--- src/rtl/serial_subtractor_if.sv ---
// Operand/result bundle for the bit-serial subtractor.
// The master drives operands; the slave returns status and the result.
interface serial_subtractor_if #(
    parameter int WIDTH = 4
);
    logic             START;
    logic             B0;
    logic [WIDTH-1:0] X;
    logic [WIDTH-1:0] Y;
    logic             BUSY;
    logic             DONE;
    logic [WIDTH-1:0] D;
    logic             BOUT;

    modport master (
        output START, B0, X, Y,
        input  BUSY, DONE, D, BOUT
    );

    modport slave (
        input  START, B0, X, Y,
        output BUSY, DONE, D, BOUT
    );
endinterface

--- src/rtl/serial_subtractor.sv ---
// Bit-serial subtractor: one difference bit per cycle, LSB first.
// Result and borrow-out are visible, with DONE, in the FIN cycle.
module serial_subtractor #(
    parameter int WIDTH = 4
) (
    input  logic                CLK,
    input  logic                RST,
    serial_subtractor_if.slave  bus
);
    localparam int IW = (WIDTH > 2) ? $clog2(WIDTH) : 1;

    typedef enum logic [1:0] {
        IDLE = 2'd0,
        RUN  = 2'd1,
        FIN  = 2'd2
    } state_t;

    state_t           state_q, state_d;
    logic [WIDTH-1:0] x_q, x_d;
    logic [WIDTH-1:0] y_q, y_d;
    logic [WIDTH-1:0] diff_q, diff_d;
    logic [WIDTH-1:0] d_q, d_d;
    logic [IW-1:0]    idx_q, idx_d;
    logic             br_q, br_d;
    logic             bout_q, bout_d;
    logic             dbit;
    logic             nbr;
    logic             last;

    // One full-subtractor cell on the current LSBs of the shifting operands.
    always_comb begin
        dbit = x_q[0] ^ y_q[0] ^ br_q;
        nbr  = (~x_q[0] & y_q[0]) | (~(x_q[0] ^ y_q[0]) & br_q);
        last = (idx_q == IW'(WIDTH - 1));
    end

    // Next-state logic; D/BOUT are loaded on entry to FIN so they show with DONE.
    always_comb begin
        state_d = state_q;
        x_d     = x_q;
        y_d     = y_q;
        diff_d  = diff_q;
        d_d     = d_q;
        idx_d   = idx_q;
        br_d    = br_q;
        bout_d  = bout_q;
        unique case (state_q)
            IDLE: begin
                if (bus.START) begin
                    x_d     = bus.X;
                    y_d     = bus.Y;
                    br_d    = bus.B0;
                    idx_d   = '0;
                    diff_d  = '0;
                    state_d = RUN;
                end
            end
            RUN: begin
                x_d    = x_q >> 1;
                y_d    = y_q >> 1;
                br_d   = nbr;
                diff_d = {dbit, diff_q[WIDTH-1:1]};
                idx_d  = idx_q + IW'(1);
                if (last) begin
                    d_d     = {dbit, diff_q[WIDTH-1:1]};
                    bout_d  = nbr;
                    idx_d   = '0;
                    state_d = FIN;
                end
            end
            FIN: begin
                state_d = IDLE;
            end
            default: begin
                state_d = IDLE;
            end
        endcase
    end

    // State and datapath registers with synchronous reset.
    always_ff @(posedge CLK) begin
        if (RST) begin
            state_q <= IDLE;
            x_q     <= '0;
            y_q     <= '0;
            diff_q  <= '0;
            d_q     <= '0;
            idx_q   <= '0;
            br_q    <= 1'b0;
            bout_q  <= 1'b0;
        end else begin
            state_q <= state_d;
            x_q     <= x_d;
            y_q     <= y_d;
            diff_q  <= diff_d;
            d_q     <= d_d;
            idx_q   <= idx_d;
            br_q    <= br_d;
            bout_q  <= bout_d;
        end
    end

    assign bus.BUSY = (state_q == RUN);
    assign bus.DONE = (state_q == FIN);
    assign bus.D    = d_q;
    assign bus.BOUT = bout_q;
endmodule
--- src/flat_wrapper.sv ---
// flat-port wrapper written by rule: the top's interface ports become plain ports
module serial_subtractor_flat 
#(
    parameter int WIDTH = 4
)
  (CLK, RST, bus_START, bus_B0, bus_X, bus_Y, bus_BUSY, bus_DONE, bus_D, bus_BOUT);
  serial_subtractor_if #(.WIDTH(WIDTH)) bus_i ();
  input  logic CLK;
  input  logic RST;
  input wire logic [$bits(bus_i.START)-1:0] bus_START;
  input wire logic [$bits(bus_i.B0)-1:0] bus_B0;
  input wire logic [$bits(bus_i.X)-1:0] bus_X;
  input wire logic [$bits(bus_i.Y)-1:0] bus_Y;
  output wire logic [$bits(bus_i.BUSY)-1:0] bus_BUSY;
  output wire logic [$bits(bus_i.DONE)-1:0] bus_DONE;
  output wire logic [$bits(bus_i.D)-1:0] bus_D;
  output wire logic [$bits(bus_i.BOUT)-1:0] bus_BOUT;
  assign bus_i.START = bus_START;
  assign bus_i.B0 = bus_B0;
  assign bus_i.X = bus_X;
  assign bus_i.Y = bus_Y;
  assign bus_BUSY = bus_i.BUSY;
  assign bus_DONE = bus_i.DONE;
  assign bus_D = bus_i.D;
  assign bus_BOUT = bus_i.BOUT;
  serial_subtractor #(.WIDTH(WIDTH)) u_core (.CLK(CLK), .RST(RST), .bus(bus_i));
endmodule
--- config.mk ---
export PLATFORM = sky130hd
export DESIGN_NAME = serial_subtractor_flat
export DESIGN_NICKNAME = d
export VERILOG_FILES = /design/src/rtl/serial_subtractor_if.sv /design/src/rtl/serial_subtractor.sv /design/src/flat_wrapper.sv
export SDC_FILE = /design/constraint.sdc
export NUM_CORES = 1
export LEC_CHECK = 0
export ABC_AREA = 1
export CORE_MARGIN = 2
export CORE_UTILIZATION = 48
export DETAILED_ROUTE_END_ITERATION = 10
export GPL_TIMING_DRIVEN = 0
export PLACE_DENSITY = 0.76
export REMOVE_ABC_BUFFERS = 1
export SLEW_MARGIN = 10
export SYNTH_ARGS = -nofsm -noshare
export SYNTH_HDL_FRONTEND = slang
export SYNTH_SLANG_ARGS = --single-unit
--- constraint.sdc ---
create_clock -name CLK -period 1.45 [get_ports CLK]
set_input_delay 0.3625 -clock CLK [delete_from_list [all_inputs] [get_ports CLK]]
set_output_delay 0.3625 -clock CLK [all_outputs]
set_load 0.01 [all_outputs]
==> metrics.cfg <==
[outcome]
status=complete, no violations

[detailed_routing]
drc=0
dr.pass1.iters=6
wirelength_um=1769
num_vias=830
avgRoutedWirePerCell_um=10.17
ant_nets=0
post_drt_via_cell_ratio=4.770
drtIter0Drc=4

[floorplan]
dieArea_mm2=0.002282
initial_core_util=0.5213
die_y_um=47.77
die_x_um=47.77
rows=15
core_area_mm2=0.001764
ios=19

[global_route]
grt_max_degree=13
antenna_found_initial=0
grt_usage=0.1808
grt_overflow=0
grt_pass1_wl_um=2904
grt_pass1_vias=693

[timing]
fin_ws_ns=0.06700
holdWs_ns=0.4775
hold_violations=0
fin_crit_ns=1.383
drv_slew=0
finalClockSkew_ns=0.002174
max_freq_mhz=723.1
setup_violations=0
fin_crit_sh=0.9538
slew_headroom=0.7101
tightest_slew_ns=0.4335
grt_setup_unrepaired=false

[placed_design]
portBuffers=18
finalWeightedCongestion=0.7597
dpl.hpwl_um=1291
pre_cts_slack_ns=-0.2834

[cells_and_area]
syn_to_final_growth_pct=24.63
nets=164
multi_input_area_um2=425.4
ff_latch_area_um2=427.9
drive_gt1_frac=0.1074
nFillCells=175
antenna_cells=0

[critical_path]
worstPathRequired_ns=1.09
rrSetupSlack_ns=0.15
path_cells=inv_1, nor2_4, buf_2
max_stage_delay_ns=0.39
crit_fanout=7
criticalPathCategory=reg -> out
cp-end-kind=primary output
cp.arrival_ns=1.02
crit_path_top_delay_cell=dfxtp_4
cp_top_family=flip-flops
critPathLaunchType=flip-flop
critPathBufInv=2

[clock_network]
h-tree-depth=1
cts_tree=yes
cts_root_buf=clkbuf_4
cts_max_path_buffers=2
clock_latency_ns=0.30
cts.reportedPaths.clkPinSlew_ns=0.11
cts.sinks=21
cts_made_buffers=3

[yosys]
yosysWarnings=0
ys_types=15
yosysSeqAreaShare=0.4571
syn_inst=127
synth.avg_cell_area_um2=7.241
synth_seq_cells=21
synth_area_um2=919.6
yosysTopAreaCellShare=0.4571
synthTopCellsByArea=dfxtp_1, nor2_1, nand2_1
yosys.area.top_type=dfxtp_1

[power_and_ir_drop]
leakage_uw=0.0005291
peakVddDrop_uv=627.2
p_per_area_mw_per_mm2=919.0

[min_path]
min_path_type=reg -> reg

[job]
cap_violations=0

[final timing paths]
path                                        start          endpoint  cells past startpoint
worst max-delay path            u_core.state_q[0]          bus_BUSY                      3
worst min-delay path             u_core.diff_q[1]  u_core.diff_q[1]                      2
worst max register to register    u_core.idx_q[0]   u_core.bus.D[3]                      6
worst min register to register   u_core.diff_q[1]  u_core.diff_q[1]                      2
[worst register-to-register path: cells and delay by family (launching register included)]
family        cells  cell delay [ns]
simple gates      4             0.49
fa+ha+maj         1             0.19
buf+inv           1             0.15
flops             1             0.38
[registers in the layout, summed over array words and instances, names as in the netlist]
signal,cells
u_core.diff_q,3
u_core.br_q,1
u_core.state_q,2
u_core.idx_q,2
u_core.x_q,4
u_core.y_q,4
u_core.bus.D,4
u_core.bus.BOUT,1
[synth_stat cells (all sizes together)]
cell type   n
ha          1
o21ai       9
nor2       34
nand2      26
clkbuf      2
dfxtp      21
a21oi      10
inv        15
nand3       8
fa          1
[power by group]
part | switching [uW] | total, uW | internal, uW
logic | 81.6 | 155 | 73.5
clock network | 175 | 282 | 107
registers | 15.7 | 616 | 600
[layer usage]
layer | share of wire | vias up | routed length (um) | track usage
li1 | - | 442 | - | -
met4 | 0.019 | 0 | 34 | 0.04865
met3 | 0.021 | 5 | 37 | 0.03396
met1 | 0.50 | 375 | 890 | 0.2517
met2 | 0.46 | 8 | 806 | 0.2880
met5 | 0 | - | 0 | 0
[per-stage QoR]
step           std cells  cell area [um^2]  utilization  setup TNS, ns  power (uW)
2_1_floorplan        125             902.1            -              0       719.5
3_3_place_gp         168              1114       0.6312         -2.684       777.1
3_5_place_dp         168              1114       0.6312         -2.708       782.9
4_1_cts              173              1139       0.6454              0        1051
5_1_grt              174              1146       0.6496              0        1106
6_report             174              1146       0.6496              0        1053
[cell usage in the layout (no fill, tap or decap), drive strengths merged]
cell type	n
nand3	8
nor2	34
o21ai	9
ha	1
clkbuf	4
dfxtp	21
clkdlybuf4s50	11
inv	15
dlygate4sd2	5
buf	4
a21oi	10
nand2	26
fa	1
[layout make-up]
cell class / instances / area share
Sequential cell: 21 / 0.3734
Clock buffer: 4 / 0.02293
Tap cell: 25 / 0.02729
Timing Repair Buffer: 20 / 0.1561
Multi-Input combinational cell: 89 / 0.3712
Inverter: 15 / 0.04913
[kinds of logic after synthesis]
kind of cell | Yosys count | synth area share
AND/OR/NAND/NOR | 68 | 0.3238
flip-flops | 21 | 0.4571
AO/OA/AOI/OAI | 19 | 0.1034
buffers and inverters | 17 | 0.08027
adder cells (fa/ha/maj) | 2 | 0.03537
[repair_timing]
action,4_1_cts,5_1_grt
hold buffers,0,0
cloned,0,0
gates resized for setup,17,0
setup endpoints to repair,7,1
buffers inserted,1,1
pin swaps,1,0
(Power assumes the default switching activity.)
